==> src/rtl/fetch_sequencer.sv <==
// ---------------------------------------------------------------------------
// fetch_sequencer
//
// Purpose: walks an instruction memory one count at a time. It presents an
// address, waits for the memory to answer, registers the word and offers it
// to decode. When decode accepts the word, the next count is either the
// sequential successor or a branch target. Fetch stops on a halt word, on a
// count that leaves the valid memory range, or on a detected three-count loop.
//
// Ports:
//   clk           rising-edge clock
//   reset         asynchronous, active-low reset
//   start         begin / restart fetching at count 0 (ignored in ERROR)
//   currentCount  address presented to instruction memory
//   memDone       memory reports instrIn is valid for currentCount
//   instrIn       instruction word from memory
//   instrOut      registered instruction handed to decode
//   instrValid    instrOut is valid and waiting for acceptance
//   instrReady    decode accepts instrOut this cycle
//   stall         freezes the count advance while high
//   branchValid   take next count from branchTarget (sampled on acceptance)
//   branchTarget  branch destination count
//   halted        fetch has stopped (halt word or error)
//   errorCode     0 none, 1 count out of range, 2 loop detected
// ---------------------------------------------------------------------------
module fetch_sequencer #(
    parameter int                  INS_SIZE   = 32,
    parameter int                  INS_LENGTH = 256,
    parameter int                  COUNTSIZE  = 8,
    parameter logic [INS_SIZE-1:0] HALT_WORD  = 32'hFFFFFFFF,
    parameter int                  LOOP_CHECK = 1
) (
    input  logic                 clk,
    input  logic                 reset,
    input  logic                 start,
    output logic [COUNTSIZE-1:0] currentCount,
    input  logic                 memDone,
    input  logic [INS_SIZE-1:0]  instrIn,
    output logic [INS_SIZE-1:0]  instrOut,
    output logic                 instrValid,
    input  logic                 instrReady,
    input  logic                 stall,
    input  logic                 branchValid,
    input  logic [COUNTSIZE-1:0] branchTarget,
    output logic                 halted,
    output logic [1:0]           errorCode
);

    localparam logic [2:0] S_IDLE  = 3'd0;
    localparam logic [2:0] S_FETCH = 3'd1;
    localparam logic [2:0] S_ISSUE = 3'd2;
    localparam logic [2:0] S_HALT  = 3'd3;
    localparam logic [2:0] S_ERROR = 3'd4;

    localparam logic [31:0] COUNT_LIMIT = INS_LENGTH;

    logic [2:0]           r_state;
    logic [COUNTSIZE-1:0] r_count;
    logic [INS_SIZE-1:0]  r_instr;
    logic                 r_valid;
    logic                 r_halted;
    logic [1:0]           r_errorCode;

    // The count being accepted right now is the newest of the three history
    // entries; these two registers hold the two acceptances before it.
    logic [COUNTSIZE-1:0] r_histPrev;
    logic [COUNTSIZE-1:0] r_histOld;
    logic                 r_histPrevValid;
    logic                 r_histOldValid;

    logic                 w_accept;
    logic [COUNTSIZE:0]   w_nextCount;
    logic [31:0]          w_nextWide;
    logic                 w_outOfRange;
    logic                 w_loop;
    logic                 w_isHalt;

    assign w_accept    = instrReady & ~stall;

    // One extra bit so that an increment past the top of the count range is
    // seen as out of range instead of wrapping back to zero.
    assign w_nextCount = branchValid ? {1'b0, branchTarget}
                                     : ({1'b0, r_count} + {{COUNTSIZE{1'b0}}, 1'b1});
    assign w_nextWide   = 32'(w_nextCount);
    assign w_outOfRange = (w_nextWide >= COUNT_LIMIT);

    // With the current count pushed, the oldest of three entries is r_histOld.
    assign w_loop = (LOOP_CHECK != 0) && r_histPrevValid && r_histOldValid
                    && (w_nextCount == {1'b0, r_histOld});

    assign w_isHalt = (instrIn == HALT_WORD);

    always_ff @(posedge clk or negedge reset) begin
        if (!reset) begin
            r_state         <= S_IDLE;
            r_count         <= '0;
            r_instr         <= '0;
            r_valid         <= 1'b0;
            r_halted        <= 1'b0;
            r_errorCode     <= 2'd0;
            r_histPrev      <= '0;
            r_histOld       <= '0;
            r_histPrevValid <= 1'b0;
            r_histOldValid  <= 1'b0;
        end else begin
            case (r_state)
                S_IDLE: begin
                    if (start) begin
                        r_state         <= S_FETCH;
                        r_count         <= '0;
                        r_histPrevValid <= 1'b0;
                        r_histOldValid  <= 1'b0;
                    end
                end

                S_FETCH: begin
                    if (start) begin
                        r_count         <= '0;
                        r_valid         <= 1'b0;
                        r_histPrevValid <= 1'b0;
                        r_histOldValid  <= 1'b0;
                    end else if (memDone) begin
                        r_instr <= instrIn;
                        if (w_isHalt) begin
                            r_state  <= S_HALT;
                            r_halted <= 1'b1;
                        end else begin
                            r_state <= S_ISSUE;
                            r_valid <= 1'b1;
                        end
                    end
                end

                S_ISSUE: begin
                    if (start) begin
                        r_state         <= S_FETCH;
                        r_count         <= '0;
                        r_valid         <= 1'b0;
                        r_histPrevValid <= 1'b0;
                        r_histOldValid  <= 1'b0;
                    end else if (w_accept) begin
                        r_valid <= 1'b0;
                        if (w_outOfRange) begin
                            r_state     <= S_ERROR;
                            r_halted    <= 1'b1;
                            r_errorCode <= 2'd1;
                        end else if (w_loop) begin
                            r_state     <= S_ERROR;
                            r_halted    <= 1'b1;
                            r_errorCode <= 2'd2;
                        end else begin
                            r_state         <= S_FETCH;
                            r_count         <= w_nextCount[COUNTSIZE-1:0];
                            r_histOld       <= r_histPrev;
                            r_histOldValid  <= r_histPrevValid;
                            r_histPrev      <= r_count;
                            r_histPrevValid <= 1'b1;
                        end
                    end
                end

                S_HALT: begin
                    if (start) begin
                        r_state         <= S_FETCH;
                        r_count         <= '0;
                        r_halted        <= 1'b0;
                        r_histPrevValid <= 1'b0;
                        r_histOldValid  <= 1'b0;
                    end
                end

                // Only reset leaves ERROR.
                S_ERROR: begin
                    r_state <= S_ERROR;
                end

                default: begin
                    r_state <= S_IDLE;
                end
            endcase
        end
    end

    assign currentCount = r_count;
    assign instrOut     = r_instr;
    assign instrValid   = r_valid;
    assign halted       = r_halted;
    assign errorCode    = r_errorCode;

endmodule

==> config.mk <==
export PLATFORM = sky130hd
export DESIGN_NAME = fetch_sequencer
export DESIGN_NICKNAME = d
export VERILOG_FILES = /design/src/rtl/fetch_sequencer.sv
export SDC_FILE = /design/constraint.sdc
export NUM_CORES = 1
export LEC_CHECK = 0
export BUFFER_PORTS_ARGS = -buffer_cell sky130_fd_sc_hd__buf_4
export CAP_MARGIN = 20
export CORE_MARGIN = 3
export CORE_UTILIZATION = 35
export CTS_CLUSTER_SIZE = 25
export DETAILED_ROUTE_END_ITERATION = 16
export PLACE_DENSITY = 0.69
export SYNTH_ARGS = -nofsm -noshare
export SYNTH_HDL_FRONTEND = slang
export SYNTH_SLANG_ARGS = --single-unit
==> constraint.sdc <==
create_clock -name clk -period 4.15 [get_ports clk]
set_clock_uncertainty 0.2 [all_clocks]
set_input_delay 0.415 -clock clk [delete_from_list [all_inputs] [get_ports clk]]
set_output_delay 0.415 -clock clk [all_outputs]
set_load 0.01 [all_outputs]
---- Word level (Yosys, flattened, before mapping) ----
Index checks and enable logic that the tools add are counted.
storage, ports and cells
  register bits after elaboration ......... 65
  bits of input ports ..................... 47
  output and inout bits ................... 44
operators by class
  $add $sub $neg .......................... 1
  magnitude comparators ................... 1
  equal/unequal tests ..................... 20
  multiplexer cells ....................... 43
  bitwise logic cells ..................... 5
  reduce and logical (&&, ||, !) cells .... 16
operators with widths
  kind                    number
  $mux W8                 5
  $eq A32 B32 Y1 const B  1
  $mux W1                 22
  $mux W3                 7
  $ne A3 B3 Y1 const B    6
  $pmux W8 S2             1
  $ne A2 B2 Y1 const B    6
  $pmux W3 S4             1
  $reduce_and A4 Y1       3
  $reduce_and A5 Y1       2
  $add A8 B1 Y9 const B   1
  $eq A9 B8 Y1            1
  $ge A9 B9 Y1 const B    1
  $mux W9                 1
  $reduce_and A8 Y1       1
  $eq A3 B2 Y1 const B    2
  $pmux W1 S2             3
  $reduce_bool A2 Y1      3
  $mux W2                 2
  $ne A2 B1 Y1 const B    2
  $not A1 Y1              4
  $eq A3 B1 Y1 const B    1
  $eq A3 B3 Y1 const B    1
  $logic_not A3 Y1        1
  other kinds (7)         8

---- Logic depth before layout (Yosys ltp) ----
Gate-level depths: netlist (run 1).
  depth after elaboration ................. 9
  depth in mapped cells ................... 9
  gate-level depth less buffers ........... 8

---- Least setup slack after synthesis (run 1) ----
No wires, ideal clock.
  path kind ............................... register to register
  start ................................... reg r_count[0], in the netlist currentCount[0]
  end ..................................... reg r_histOld[1]
  arrival time ............................ 2.382 ns
  slack ................................... 1.443 ns
  cell stages (with the launch flop) ...... 10
  buffers on the path ..................... 1
  period minus slack after synthesis ...... 2.707 ns
  cells stage by stage .................... dfrtp_1 > ha_1 > nand3_1 > a21oi_1 > a21oi_1 > o41a_1 > or3_4 > nand3_4 > buf_12 > mux2_4
between the ends
  word-level cells in the longest chain between the ends .. 6
  elaborated cells on any way between the ends .. 8
  those cells by class .................... add/sub: 1; order compare: 1; eq/ne: 1; mux: 1; bitwise: 2; reduce/logical: 2
ends and longest elaborated chain
  item                                                                  line  RTL
  start, declared                                                       58    logic [COUNTSIZE-1:0] r_count;
  start signal, assigned                                                153   r_count <= w_nextCount[COUNTSIZE-1:0];
  $add A8 B1 Y9 (*)                                                     83    : ({1'b0, r_count} + {{COUNTSIZE{1'b0}}, 1'b1});
  $mux W9 (*)                                                           82    assign w_nextCount = branchValid ? {1'b0, branchTarget}
  parallel branches: the longest is 3 deep, another holds $ge A9 B9 Y1  n/a
  $reduce_and A5 Y1 (no source line) (*)                                n/a
  end signal, assigned                                                  154   r_histOld <= r_histPrev;
  end, declared                                                         67    logic [COUNTSIZE-1:0] r_histOld;
Every way passes the cells marked *.
A chain may end at the register's enable or synchronous reset.

---- Worst setup path in the final report (run 1) ----
  start ................................... reg r_count[2], in the netlist currentCount[2]
  end ..................................... reg r_histOld[7]
The elaborated chain is that of the path after synthesis.

==> results.py, run 1 <==
metrics = {
    "clocking": {
        "htreeDepth": 3,
        "numClockSinks": 65,
        "clk_pin_slew_ns": 0.08,
        "insertion_delay_ns": 0.35,
        "cts.path.max_buffers": 2,
        "cts_made_buffers": 9,
        "ctsRootBufferMaster": "clkbuf_8",
        "cts_setup_buffers": 0,
        "ctsResizeCount": 0,
        "cts_tree": "done",
        "ctsHoldBuffers": 1,
    },
    "power_and_ir_drop": {
        "power_density_mw_per_mm2": 532,
        "p_leak_nw": 1.89,
        "vdd_drop_max_mv": 0.160,
        "fin_total_pwr_mw": 2.20,
    },
    "synthesis": {
        "synth_cells": 269,
        "synth_edf_count": 0,
        "yosys.cell_types.count": 46,
        "syn_nets": 317,
        "syn_avg_cell_area_um2": 11.9,
        "ys_seq_area_share_pct": 50.9,
        "synth-async-reset-ratio_pct": 100,
        "syn_area_mm2": 0.00320,
        "synth_flop_cell": "dfrtp_1",
        "synth-seq-cells": 65,
        "ys_warn_count": 0,
    },
    "global_routing": {
        "grt_util_all_layers_pct": 14.8,
        "grt-busiest-layer": "met2",
        "grt_util_met1_pct": 19.3,
        "grtUsageMet2_pct": 23.1,
        "first_global_vias": 2454,
        "antenna_found_initial": 0,
        "met3_usage_pct": 5.23,
        "grt_max_degree": 66,
        "grt_pass1_wl_mm": 11.9,
        "grt-ovfl-total": 0,
    },
    "setup_path": {
        "critical_path_arrival_ns": 3.04,
        "worstSetupPathType": "flop to flop",
        "required_ns": 4.18,
        "cp-end-kind": "flop",
        "cp-start-kind": "flop",
        "worstPathMaxFanout": 23,
    },
    "die": {
        "die_area_mm2": 0.0103,
        "initial_core_util_pct": 36.3,
        "die_h_um": 102,
        "die_w_um": 102,
        "coreArea_mm2": 0.00881,
        "rows": 34,
        "io_pins": 91,
    },
    "timing": {
        "max_slew_margin_pct": 47.7,
        "finalMaxSlewViolations": 0,
        "post-route-period-util_pct": 72.7,
        "finalCriticalPeriod_ns": 3.02,
        "fin_tns_setup_ns": 0,
        "setup_violations": 0,
        "rsz0062_at_grt": "false",
        "final_hold_viol_count": 0,
        "fmax_ghz": 0.332,
        "tightest_slew_ns": 0.784,
    },
    "final_layout": {
        "synthToLayoutAreaGrowth_pct": 29.6,
        "fin_util_pct": 47.1,
        "antennaDiodeCount": 0,
        "fill_cells": 824,
        "final_layout_size_suffix_gt1_share_pct": 44.3,
        "nets": 409,
    },
    "drt": {
        "ant_nets": 0,
        "wl_per_cell_um": 15.8,
        "drc": 0,
        "vias_per_cell": 5.18,
        "wl_mm": 7.50,
        "first_pass_iters": 4,
        "vias": 2456,
        "dr.first_iter.drc_count": 70,
    },
    "place": {
        "dp.final_hpwl_mm": 5.58,
        "gp_congestion": 0.884,
        "io_buffer_count": 90,
    },
    "run_status": {
        "run_status": "complete, no violations",
    },
    "run": {
        "maxCapViolations": 0,
    },
    "hold_path": {
        "hp-class": "input port to flop",
    },
}
==> registers in the layout, indices dropped and copies added (netlist names), 2 cells and up <==
register,count
r_histOld,8
r_histPrev,8
r_state,3
currentCount,8
instrOut,32
errorCode,2
==> worst max-delay path, stage by stage (launching register included) <==
cell	delay, ns
dfrtp_1	0.51
nand3_2	0.19
or3_1	0.39
a31oi_1	0.31
xor2_1	0.14
or3_4	0.44
nand3_4	0.34
mux2_2	0.38
==> cells in the mapped netlist, drive strengths merged (2+ instances only) <==
| cell | number | area (um^2) |
|---|---|---|
| a21oi | 14 | 70.1 |
| a22oi | 3 | 22.5 |
| buf | 5 | 62.6 |
| clkbuf | 6 | 23.8 |
| dfrtp | 65 | 1630 |
| inv | 8 | 30.0 |
| mux2 | 48 | 589 |
| mux2i | 4 | 40.0 |
| nand2 | 20 | 75.1 |
| nand2b | 2 | 12.5 |
| nand3 | 7 | 52.6 |
| nand4 | 11 | 68.8 |
| nor2 | 14 | 55.1 |
| nor2b | 3 | 18.8 |
| nor3 | 2 | 10.0 |
| nor4 | 5 | 31.3 |
| o21a | 3 | 22.5 |
| o21ai | 6 | 30.0 |
| o22ai | 9 | 56.3 |
| o311ai | 3 | 33.8 |
| o31ai | 2 | 15.0 |
| or3 | 2 | 17.5 |
| xnor2 | 11 | 96.3 |
| xor2 | 4 | 35.0 |
==> through the flow <==
stage	worst slack [ns]	instance area, um^2	cells	hold slack (ns)
floorplan	1.44	3200	269	-0.0806
global placement	1.26	3930	457	0.284
detailed placement	1.17	3930	457	0.293
CTS	1.16	4140	474	0.0876
global route	0.983	4140	474	0.0843
finish	1.13	4140	474	0.108
==> metal layers <==
layer / wire (um) / share of wire, % / vias up
li1: - / - / 1173
met1: 3350 / 45 / 1179
met2: 3420 / 46 / 99
met3: 686 / 9.1 / 5
met4: 44 / 0.59 / 0
met5: 0 / 0 / -
==> cells by family (layout without fill, tap and decap cells) <==
kind of cell / after synthesis / count (layout) / synth area share (%)
compound gates: 45 / 45 / 9.19
xor+xnor: 15 / 15 / 4.11
fa+ha+maj: 1 / 1 / 0.391
buf+inv: 19 / 116 / 3.64
flops: 65 / 65 / 50.9
mux: 52 / 52 / 19.7
simple gates: 72 / 72 / 12.1
==> final timing paths <==
path | start | end | slack (ns) | depth (start not counted)
worst max-delay path | currentCount[2] | r_histOld[7] | 1.13 | 7
worst min-delay path | instrIn[4] | instrOut[4] | 0.11 | 2
worst max register to register | currentCount[2] | r_histOld[7] | 1.13 | 7
worst min register to register | r_histPrev[7] | r_histPrev[7] | 0.30 | 1
max in group asynchronous | reset | instrOut[10] | 2.74 | 2
min in group asynchronous | reset | instrOut[22] | 0.51 | 2
==> where the power goes <==
group | leakage, nW | total, mW | switching [mW] | internal [mW]
clock | 0.100 | 0.544 | 0.262 | 0.282
sequential | 0.827 | 0.925 | 0.108 | 0.817
combinational | 0.965 | 0.736 | 0.314 | 0.421
==> cell type report <==
cell class / count / area [um^2] / area share (%)
clock inverters: 7 / 77.6 / 1.87
well taps: 108 / 135 / 3.26
clock buffers: 9 / 124 / 2.99
repair buffers: 92 / 693 / 16.7
inverters: 8 / 30.0 / 0.725
multi-input cells: 185 / 1460 / 35.2
flip-flops and latches: 65 / 1630 / 39.3
==> cells in the final DEF (no fill, tap or decap), types with 3 or more instances in the layout <==
master    instances
nor2_1           12
o21ai_0           6
nand3_1           5
clkbuf_8          9
xnor2_1          11
o21a_1            3
nand2_1          20
buf_4            91
nor2b_1           3
nand4_1          11
nor4_1            5
inv_1             8
mux2i_1           4
mux2_2           35
o22ai_1           9
xor2_1            4
a22oi_1           3
a21oi_1          14
dfrtp_1          65
mux2_4           13
(Power assumes the default switching activity.)
==> run 2, diff against run 1 <==
--- a/config.mk
+++ b/config.mk
@@ -11,7 +11,7 @@
 export CORE_UTILIZATION = 35
 export CTS_CLUSTER_SIZE = 25
 export DETAILED_ROUTE_END_ITERATION = 16
-export PLACE_DENSITY = 0.69
+export PLACE_DENSITY = 0.72
 export SYNTH_ARGS = -nofsm -noshare
 export SYNTH_HDL_FRONTEND = slang
 export SYNTH_SLANG_ARGS = --single-unit
==> constraint.sdc (replaced) <==
create_clock -name clk -period 2.48 [get_ports clk]
set_clock_uncertainty 0.2 [all_clocks]
set_input_delay 0.248 -clock clk [delete_from_list [all_inputs] [get_ports clk]]
set_output_delay 0.248 -clock clk [all_outputs]
set_load 0.01 [all_outputs]
==> run 2 against run 1 <==
  * The flow now finishes with violations (setup timing)
  * Utilization up 9.5 points
  * Design area up 20%
  * Power up 78%
==> results.py, run 2 (synthesis gave the netlist of run 1 again) <==
metrics = {
    "place": {
        "io_buffer_count": 90,
        "place_area_mm2": 0.00424,
        "place_ws_ns": -0.285,
        "gp_congestion": 0.916,
        "dpl.cell_count": 487,
        "dp.final_hpwl_mm": 6.04,
    },
    "power_and_ir_drop": {
        "vdd_drop_max_mv": 0.318,
        "p_leak_nw": 2.29,
        "fin_total_pwr_mw": 3.93,
        "power_density_mw_per_mm2": 789,
    },
    "die": {
        "io_pins": 91,
        "die_area_mm2": 0.0103,
        "rows": 34,
        "coreArea_mm2": 0.00881,
        "die_w_um": 102,
        "initial_core_util_pct": 36.3,
        "die_h_um": 102,
    },
    "timing": {
        "post-route-period-util_pct": 109,
        "tightest_slew_ns": 0.819,
        "holdWs_ns": 0.0207,
        "fmax_ghz": 0.369,
        "finalMaxSlewViolations": 0,
        "final_hold_viol_count": 0,
        "fin_tns_setup_ns": -4.95,
        "finalCriticalPeriod_ns": 2.71,
        "setup_ws_ns": -0.227,
        "max_slew_margin_pct": 45.4,
        "setup_violations": 30,
        "rsz0062_at_grt": "true",
    },
    "drt": {
        "first_pass_iters": 5,
        "drc": 0,
        "wl_per_cell_um": 17.0,
        "vias": 2752,
        "vias_per_cell": 5.04,
        "wl_mm": 9.26,
        "ant_nets": 0,
        "dr.first_iter.drc_count": 87,
    },
    "global_routing": {
        "first_global_vias": 2884,
        "grt_util_all_layers_pct": 17.9,
        "grt-ovfl-total": 0,
        "met3_usage_pct": 5.44,
        "grt_util_met1_pct": 21.9,
        "grt-busiest-layer": "met2",
        "grtUsageMet2_pct": 30.8,
        "grt_pass1_wl_mm": 14.4,
        "antenna_found_initial": 0,
        "grt_max_degree": 66,
    },
    "clocking": {
        "cts.path.max_buffers": 2,
        "htreeDepth": 3,
        "clk_pin_slew_ns": 0.08,
        "ctsRootBufferMaster": "clkbuf_8",
        "cts_tree": "done",
        "numClockSinks": 65,
        "insertion_delay_ns": 0.35,
        "cts_made_buffers": 9,
    },
    "final_layout": {
        "final_layout_size_suffix_gt1_share_pct": 51.4,
        "antennaDiodeCount": 0,
        "fill_cells": 727,
        "final_common_cell": "buf_4",
        "nets": 481,
        "finalInstanceArea_mm2": 0.00498,
        "fin_util_pct": 56.5,
        "largest_reg_flops": 32,
        "synthToLayoutAreaGrowth_pct": 55.7,
        "final_cell_mix": "buf_4 (124), dfrtp_1 (59), mux2_2 (34), dlygate4sd3_1 (33), nand2_1 (19)",
        "layoutNonFillerInstCount": 546,
    },
    "setup_path": {
        "worstPathMaxFanout": 8,
        "cp-start-kind": "flop",
        "cp-end-kind": "flop",
        "r2r_cells": 9,
        "worstSetupPathType": "flop to flop",
        "required_ns": 2.52,
        "crit-reg2reg-capture": "r_histPrev[4]",
        "critical_path_arrival_ns": 2.75,
        "reg2reg_slack_ns": -0.23,
        "r2r-start": "currentCount[1]",
    },
    "run_status": {
        "violations": "setup timing",
        "run_status": "finished with violations",
    },
    "hold_path": {
        "worstHoldStart": "start",
        "hp-class": "input port to flop",
        "worstHoldEndpoint": "r_histOldValid",
        "hold_depth": 2,
    },
    "run": {
        "maxCapViolations": 0,
    },
}
==> run 2: cell count changes in the layout (fill, tap and decap cells not counted), sizes merged <==
| cell | delta |
|---|---|
| inv | -1 |
| dlygate4sd3 | +32 |
| bufinv | +1 |
| clkbuf | +1 |
| buf | +40 |
| clkinv | -1 |
==> run 2: worst max-delay path, cell delays in order (launching register included) <==
cell and delay (ns):
dfrtp_2 0.41, buf_6 0.11, nand3_4 0.12, nor3_4 0.15
nor3b_1 0.09, o41a_1 0.47, or3_4 0.41, nand3_4 0.17
buf_4 0.17, mux2_4 0.29
==> run 2: worst max-delay path by stage <==
| stage | startpoint | endpoint | slack [ns] |
|---|---|---|---|
| after floorplan | currentCount[2] | r_histOld[1] | -0.11 |
| after global placement | currentCount[1] | r_histPrev[1] | -0.23 |
| after detailed placement | currentCount[0] | r_histPrev[4] | -0.28 |
| after CTS | currentCount[1] | r_histPrev[4] | -0.25 |
| after global routing | currentCount[0] | currentCount[2] | -0.29 |
| final | currentCount[1] | r_histPrev[4] | -0.23 |
==> run 2: metal layers <==
layer,vias to the layer above,routed length (um)
li1,1316,-
met1,1314,3920
met2,110,4610
met3,12,611
met4,0,112
met5,-,0
==> run 2: cell type report <==
class | instances | area (um^2) | area share [%]
flip-flops and latches | 65 | 1630 | 32.8
multi-input cells | 185 | 1590 | 32.0
repair buffers | 164 | 1360 | 27.3
clock buffers | 10 | 138 | 2.76
well taps | 108 | 135 | 2.71
clock inverters | 6 | 90.1 | 1.81
inverters | 8 | 30.0 | 0.603
==> run 2: report_power, final <==
part | switching, mW | internal (mW)
registers | 0.187 | 1.37
clock network | 0.433 | 0.596
logic | 0.564 | 0.779
==> run 2: timing repair <==
| action | CTS | global route |
|---|---|---|
| hold buffers | 33 | 0 |
| buffers inserted | 6 | 4 |
| endpoints found under the setup margin | 31 | 31 |
| hold endpoints to repair | 97 | 0 |
| pin swaps | 3 | 4 |
| gates resized for setup | 10 | 16 |
